**src/rtl/datapath_ctrl_pkg.sv**
```systemverilog
// Shared constants for the datapath sequencer: opcodes, ALU function selects,
// command-word field positions and FSM state encoding.
package datapath_ctrl_pkg;

    localparam int FIELD_W  = 5;
    localparam int IMM_W    = 12;
    localparam int OP_LSB   = 27;
    localparam int DA_LSB   = 22;
    localparam int SA_LSB   = 17;
    localparam int SB_LSB   = 12;
    localparam int IMM_LSB  = 0;
    localparam int SKIP_BIT = 11;

    localparam logic [4:0] OP_NOP  = 5'd0;
    localparam logic [4:0] OP_ADD  = 5'd1;
    localparam logic [4:0] OP_ADDI = 5'd2;
    localparam logic [4:0] OP_ORI  = 5'd3;
    localparam logic [4:0] OP_XOR  = 5'd4;
    localparam logic [4:0] OP_LSL  = 5'd5;
    localparam logic [4:0] OP_STUR = 5'd6;
    localparam logic [4:0] OP_LDUR = 5'd7;

    localparam logic [4:0] FS_NONE = 5'b00000;
    localparam logic [4:0] FS_ADD  = 5'b01000;
    localparam logic [4:0] FS_OR   = 5'b00100;
    localparam logic [4:0] FS_XOR  = 5'b01100;
    localparam logic [4:0] FS_LSL  = 5'b10000;

    typedef enum logic [1:0] {
        ST_IDLE   = 2'd0,
        ST_EXEC   = 2'd1,
        ST_MEM_RD = 2'd2,
        ST_WB     = 2'd3
    } state_e;

    function automatic logic [FIELD_W-1:0] field5(input logic [31:0] instr, input int lsb);
        return instr[lsb +: FIELD_W];
    endfunction

endpackage

```
**src/rtl/datapath_sequencer_if.sv**
```systemverilog
// Command handshake plus datapath control-word bundle between a command
// source (master) and the datapath sequencer (slave).
interface datapath_sequencer_if;
    logic [31:0] instr;
    logic        instr_valid;
    logic        instr_ready;
    logic [3:0]  status;
    logic [4:0]  DA;
    logic [4:0]  SA;
    logic [4:0]  SB;
    logic        W;
    logic [63:0] K;
    logic        BS;
    logic [4:0]  FS;
    logic        write;
    logic        selEN;
    logic        done;
    logic        illegal;

    modport master (
        output instr, instr_valid, status,
        input  instr_ready, DA, SA, SB, W, K, BS, FS, write, selEN, done, illegal
    );

    modport slave (
        input  instr, instr_valid, status,
        output instr_ready, DA, SA, SB, W, K, BS, FS, write, selEN, done, illegal
    );
endinterface

```
**src/rtl/cw_decode.sv**
```systemverilog
// Combinational opcode decoder producing the static part of the control word.
// W here means "this op writes the register file"; the FSM decides when.
module cw_decode
    import datapath_ctrl_pkg::*;
(
    input  logic [4:0] i_op,
    output logic       o_bs,
    output logic [4:0] o_fs,
    output logic       o_w,
    output logic       o_write,
    output logic       o_sel_en,
    output logic       o_is_load,
    output logic       o_illegal
);

    always_comb begin
        // NOTE: every output gets a default first so no path through the case infers a latch.
        o_bs      = 1'b0;
        o_fs      = FS_NONE;
        o_w       = 1'b0;
        o_write   = 1'b0;
        o_sel_en  = 1'b1;
        o_is_load = 1'b0;
        o_illegal = 1'b0;
        case (i_op)
            OP_NOP:  ;
            OP_ADD:  begin o_fs = FS_ADD; o_w = 1'b1; end
            OP_ADDI: begin o_fs = FS_ADD; o_w = 1'b1; o_bs = 1'b1; end
            OP_ORI:  begin o_fs = FS_OR;  o_w = 1'b1; o_bs = 1'b1; end
            OP_XOR:  begin o_fs = FS_XOR; o_w = 1'b1; end
            OP_LSL:  begin o_fs = FS_LSL; o_w = 1'b1; o_bs = 1'b1; end
            OP_STUR: begin
                o_fs = FS_ADD; o_bs = 1'b1; o_write = 1'b1; o_sel_en = 1'b0;
            end
            OP_LDUR: begin
                o_fs = FS_ADD; o_bs = 1'b1; o_w = 1'b1; o_sel_en = 1'b0; o_is_load = 1'b1;
            end
            default: o_illegal = 1'b1;
        endcase
    end

endmodule

```
**src/rtl/datapath_sequencer.sv**
```systemverilog
// Command sequencer: accepts one command word in IDLE and steps it through
// EXEC (and MEM_RD/WB for loads). Optional feature macro: DATAPATH_SEQUENCER_COND_EXEC_EN.
module datapath_sequencer
    import datapath_ctrl_pkg::*;
(
    input  logic                 clock,
    input  logic                 reset,
    datapath_sequencer_if.slave  bus
);

    state_e      r_state;
    state_e      w_next_state;
    logic [31:0] r_instr;
    logic [4:0]  w_op;
    logic        w_accept;
    logic        w_skip;
    logic        w_bs, w_w, w_write, w_sel_en, w_is_load, w_illegal;
    logic [4:0]  w_fs;

    assign w_accept = (r_state == ST_IDLE) && bus.instr_valid;
    assign w_op     = field5(r_instr, OP_LSB);

    always_ff @(posedge clock or posedge reset) begin
        if (reset) begin
            r_state <= ST_IDLE;
            r_instr <= '0;
        end else begin
            // NOTE: non-blocking so every register samples pre-edge values, matching real flops.
            r_state <= w_next_state;
            if (w_accept) r_instr <= bus.instr;
        end
    end

    cw_decode u_cw_decode (
        .i_op      (w_op),
        .o_bs      (w_bs),
        .o_fs      (w_fs),
        .o_w       (w_w),
        .o_write   (w_write),
        .o_sel_en  (w_sel_en),
        .o_is_load (w_is_load),
        .o_illegal (w_illegal)
    );

`ifdef DATAPATH_SEQUENCER_COND_EXEC_EN
    logic w_unused_flags;
    assign w_unused_flags = ^bus.status[3:1];
    assign w_skip = ((w_op == OP_ADD) || (w_op == OP_XOR)) && r_instr[SKIP_BIT] && bus.status[0];
`else
    logic w_unused_status;
    assign w_unused_status = ^{bus.status, r_instr[SKIP_BIT]};
    assign w_skip = 1'b0;
`endif

    // Selects follow the registered command, so they hold their last values in IDLE.
    assign bus.DA          = field5(r_instr, DA_LSB);
    assign bus.SA          = field5(r_instr, SA_LSB);
    assign bus.SB          = field5(r_instr, SB_LSB);
    assign bus.K           = {{(64-IMM_W){1'b0}}, r_instr[IMM_LSB +: IMM_W]};
    assign bus.BS          = w_bs;
    assign bus.FS          = w_fs;
    assign bus.selEN       = w_sel_en;
    assign bus.instr_ready = (r_state == ST_IDLE);

    always_comb begin
        w_next_state = r_state;
        bus.W        = 1'b0;
        bus.write    = 1'b0;
        bus.done     = 1'b0;
        bus.illegal  = 1'b0;
        case (r_state)
            ST_IDLE: begin
                if (bus.instr_valid) w_next_state = ST_EXEC;
            end
            ST_EXEC: begin
                bus.write   = w_write;
                bus.illegal = w_illegal;
                if (w_is_load) begin
                    w_next_state = ST_MEM_RD;
                end else begin
                    bus.W        = w_w & ~w_skip;
                    bus.done     = 1'b1;
                    w_next_state = ST_IDLE;
                end
            end
            ST_MEM_RD: w_next_state = ST_WB;
            ST_WB: begin
                bus.W        = 1'b1;
                bus.done     = 1'b1;
                w_next_state = ST_IDLE;
            end
            default: w_next_state = ST_IDLE;
        endcase
    end

endmodule

```
**src/flat_wrapper.sv**
```systemverilog
// flat-port wrapper written by rule: the top's interface ports become plain ports
module datapath_sequencer_flat import datapath_ctrl_pkg::*;
  (clock, reset, bus_instr, bus_instr_valid, bus_status, bus_instr_ready, bus_DA, bus_SA, bus_SB, bus_W, bus_K, bus_BS, bus_FS, bus_write, bus_selEN, bus_done, bus_illegal);
  datapath_sequencer_if bus_i ();
  input  logic clock;
  input  logic reset;
  input wire logic [$bits(bus_i.instr)-1:0] bus_instr;
  input wire logic [$bits(bus_i.instr_valid)-1:0] bus_instr_valid;
  input wire logic [$bits(bus_i.status)-1:0] bus_status;
  output wire logic [$bits(bus_i.instr_ready)-1:0] bus_instr_ready;
  output wire logic [$bits(bus_i.DA)-1:0] bus_DA;
  output wire logic [$bits(bus_i.SA)-1:0] bus_SA;
  output wire logic [$bits(bus_i.SB)-1:0] bus_SB;
  output wire logic [$bits(bus_i.W)-1:0] bus_W;
  output wire logic [$bits(bus_i.K)-1:0] bus_K;
  output wire logic [$bits(bus_i.BS)-1:0] bus_BS;
  output wire logic [$bits(bus_i.FS)-1:0] bus_FS;
  output wire logic [$bits(bus_i.write)-1:0] bus_write;
  output wire logic [$bits(bus_i.selEN)-1:0] bus_selEN;
  output wire logic [$bits(bus_i.done)-1:0] bus_done;
  output wire logic [$bits(bus_i.illegal)-1:0] bus_illegal;
  assign bus_i.instr = bus_instr;
  assign bus_i.instr_valid = bus_instr_valid;
  assign bus_i.status = bus_status;
  assign bus_instr_ready = bus_i.instr_ready;
  assign bus_DA = bus_i.DA;
  assign bus_SA = bus_i.SA;
  assign bus_SB = bus_i.SB;
  assign bus_W = bus_i.W;
  assign bus_K = bus_i.K;
  assign bus_BS = bus_i.BS;
  assign bus_FS = bus_i.FS;
  assign bus_write = bus_i.write;
  assign bus_selEN = bus_i.selEN;
  assign bus_done = bus_i.done;
  assign bus_illegal = bus_i.illegal;
  datapath_sequencer u_core (.clock(clock), .reset(reset), .bus(bus_i));
endmodule
```
**config.mk**
```make
export PLATFORM = sky130hd
export DESIGN_NAME = datapath_sequencer_flat
export DESIGN_NICKNAME = d
export VERILOG_FILES = /design/src/rtl/datapath_ctrl_pkg.sv /design/src/rtl/datapath_sequencer_if.sv /design/src/rtl/cw_decode.sv /design/src/rtl/datapath_sequencer.sv /design/src/flat_wrapper.sv
export SDC_FILE = /design/constraint.sdc
export NUM_CORES = 1
export LEC_CHECK = 0
export BUFFER_PORTS_ARGS = -buffer_cell sky130_fd_sc_hd__buf_2
export CAP_MARGIN = 20
export CORE_MARGIN = 2
export CORE_UTILIZATION = 25
export DETAILED_ROUTE_END_ITERATION = 6
export PLACE_DENSITY = 0.5
export SETUP_SLACK_MARGIN = 0.4
export SYNTH_ARGS = -nofsm -noshare
export SYNTH_HDL_FRONTEND = slang
export SYNTH_SLANG_ARGS = --single-unit
```
**constraint.sdc**
```tcl
create_clock -name clock -period 1.65 [get_ports clock]
set_input_delay 0.2475 -clock clock [delete_from_list [all_inputs] [get_ports clock]]
set_output_delay 0.2475 -clock clock [all_outputs]
set_load 0.1 [all_outputs]
```
==> results.py <==
metrics = {
    "logic_synthesis": {
        "synthSimpleGateAreaFrac_pct": 5.70,
        "synth_edf_count": 0,
        "yosysSeqAreaShare_pct": 41.3,
        "synthCells": 181,
        "async_reset_ff_share_pct": 100,
        "synth_area_per_cell_um2": 11.4,
        "synth_top_area_share_pct": 41.3,
        "synth_top_flop_cell": "dfrtp_1",
        "synth_fa_ha_area_share_pct": 0,
        "synth.most_common_cell": "buf_4",
        "ys_types": 24,
        "yosys_warnings": 0,
        "yosysTopAreaCell": "dfrtp_1",
        "synth_compound_area_share_pct": 2.37,
        "synth_xor_xnor_area_share_pct": 0.425,
        "ys_top_cells_by_area": "dfrtp_1, buf_4, mux2_2",
        "ys_ff_latch": 34,
        "synth_top_family_by_area": "buffers and inverters",
        "synth_area_mm2": 0.00206,
        "synthMuxAreaShare_pct": 17.5,
        "yosys-top-cells-count": "buf_4, dfrtp_1, mux2_2",
    },
    "detailed_routing": {
        "detail_route.iter0.violations": 15,
        "top_layer": "met4",
        "drtPass1Iterations": 3,
        "wl_met2_mm": 1.96,
        "wl_met1_mm": 1.64,
        "via_per_inst": 3.63,
        "ant_nets": 0,
        "post_drt_wl_per_cell_um": 11.1,
        "drt_wl_total_mm": 3.94,
        "wl_met3_um": 274,
        "drc_errors": 0,
        "dr_total_vias": 1280,
    },
    "floorplan": {
        "die_w_um": 94.8,
        "pin_count": 130,
        "initial_utilization_pct": 25.5,
        "dieArea_mm2": 0.00899,
        "rows": 33,
        "fp.dieH_um": 94.8,
        "core-area_mm2": 0.00809,
    },
    "sta": {
        "setup_slack_ns": -0.197,
        "min_period_ns": 1.85,
        "slew_viol_final": 0,
        "finalSetupViolCount": 6,
        "final_hold_viol_count": 0,
        "fin_skew_ns": 0.00309,
        "max_freq_mhz": 541,
        "rsz0062_at_grt": "yes",
        "fin_setup_tns_ns": -0.685,
        "timing.hold.ws_ns": 0.0449,
        "finalCritPeriodShare_pct": 112,
    },
    "pwr": {
        "switchingPower_mw": 2.79,
        "p_leak_nw": 1.46,
        "pwr-share-seq_pct": 23.1,
        "peakVddDrop_v": 0.000571,
        "switching_share_pct": 55.6,
        "combPwrFrac_pct": 65.4,
        "powerDensity_mw_per_mm2": 1720,
        "pwr-share-clk_pct": 11.5,
        "internal-power_mw": 2.23,
    },
    "global_route": {
        "grt.total_usage_pct": 8.81,
        "grt_max_degree": 35,
        "grt_overflow": 0,
        "grt_pass1_vias": 1133,
        "antenna_found_initial": 0,
        "grt_pass1_wl_mm": 5.88,
    },
    "critical_path": {
        "crit_type": "flop to primary output",
        "cpLargestDelayFamily": "flip-flops",
        "reg2reg_depth": 7,
        "critPathSlowestCell": "dfrtp_1",
        "max_stage_delay_ns": 0.41,
        "crit_buf_inv": 2,
        "crit_arrival_ns": 1.60,
        "crit_path_end_kind": "primary output",
        "path_max_fanout": 4,
        "crit_chain": "buf_4, or3b_4, a21boi_4, buf_12",
        "r2r_slack_ns": 0.01,
        "cp_num_cells": 4,
        "cp-start-kind": "flop",
        "required_ns": 1.40,
    },
    "status": {
        "violations": "negative setup slack",
        "status": "complete, but fails checks",
    },
    "clocking": {
        "h-tree-depth": 2,
        "clk_latency_ns": 0.28,
        "cts_made_buffers": 5,
        "clkTransAtPathRegs_ns": 0.07,
        "clockRootBuffer": "clkbuf_8",
        "clockBufferDepth": 2,
        "cts_sinks": 34,
        "cts_tree": "built",
    },
    "placed_design": {
        "io_buffers": 71,
        "dp_hpwl_mm": 2.70,
        "place.gp.congestion": 0.688,
        "dp.cells": 335,
    },
    "finish": {
        "area_growth_syn_to_layout_pct": 41.4,
        "multi_input_area_um2": 967,
        "finalNetCount": 287,
        "antennaDiodeCount": 0,
        "fillers": 831,
        "stdcell_count": 353,
        "drive_gt1_share_pct": 60.9,
        "seq_area_um2": 853,
        "final_core_util_pct": 36.0,
    },
    "job": {
        "drv_cap": 0,
    },
    "worst_hold_path": {
        "worstHoldPathType": "input port to async pin",
    },
}
metal layers:
layer,up-vias,global-route usage [%]
met5,-,0
met4,0,4.35
met3,4,2.63
met2,62,13.4
met1,618,11.4
li1,596,-
worst reg2reg max path, delay by kind of cell, from the launching register on:
kind / cells / cell delay [ns]
buf+inv: 5 / 0.65
flops: 1 / 0.40
mux: 1 / 0.30
simple gates: 1 / 0.18
power by group through the flow:
stage | sequential (mW) | clock, mW | combinational [mW]
global route | 1.19 | 0.660 | 3.38
finish | 1.16 | 0.577 | 3.28
global placement | 1.16 | 0 | 2.99
CTS | 1.16 | 0.614 | 3.26
detailed placement | 1.16 | 0 | 3.00
floorplan | 1.13 | 0 | 2.90
stage by stage:
step	setup slack [ns]	area, µm²	total power [mW]
detailed placement	0.0588	2520	4.16
CTS	-0.221	2870	5.04
floorplan	-0.492	2480	4.03
finish	-0.197	2920	5.02
global placement	0.0748	2520	4.15
global route	-0.251	2920	5.23
flip-flops by register name, summed over array words and instances (netlist names), named ones only:
name and flops:
u_core.r_instr 32, u_core.r_state 1
repair_timing:
item                       CTS  global route
hold buffers                 0             0
setup buffers                7             2
setup endpoints to repair   69            42
gates resized for setup     49             7
gates cloned                 2             0
hold endpoints to repair     0             0
pin swaps                    4             3
worst paths after layout:
check                                        start            endpoint
worst min register to register  u_core.r_instr[23]  u_core.r_instr[23]
worst max register to register                flop  u_core.r_instr[11]
worst max-delay path            u_core.r_instr[28]           bus_FS[2]
min in group clock                    bus_instr[2]   u_core.r_instr[2]
worst min-delay path                         reset   u_core.r_instr[3]
max in group asynchronous                    reset  u_core.r_instr[27]
cell type report:
type,count,share of cell area [%]
Clock inverter,2,0.343
Inverter,2,0.258
Sequential cell,34,29.3
Tap cell,105,4.51
Multi-Input combinational cell,110,33.2
Clock buffer,5,2.36
Timing Repair Buffer,95,30.1
kinds of logic (layout without fill, tap and decap cells):
family | count (synthesis) | in the layout
other | 1 | 54
buffers and inverters | 90 | 104
multiplexers | 32 | 32
flip-flops | 34 | 34
AO/OA/AOI/OAI | 6 | 6
AND/OR/NAND/NOR | 17 | 17
XOR/XNOR | 1 | 1
layout by cell type (no fill, tap or decap), types with 2 or more instances in the layout:
master	instances
nand3b_1	2
dfrtp_1	32
buf_6	7
buf_4	37
inv_1	2
dfrtp_2	2
mux2_4	32
buf_2	34
buf_16	2
nor2_1	2
clkinv_2	2
clkbuf_8	5
buf_12	14
conb_1	54
nor2_4	2
Power figures use the tool's default switching activity.
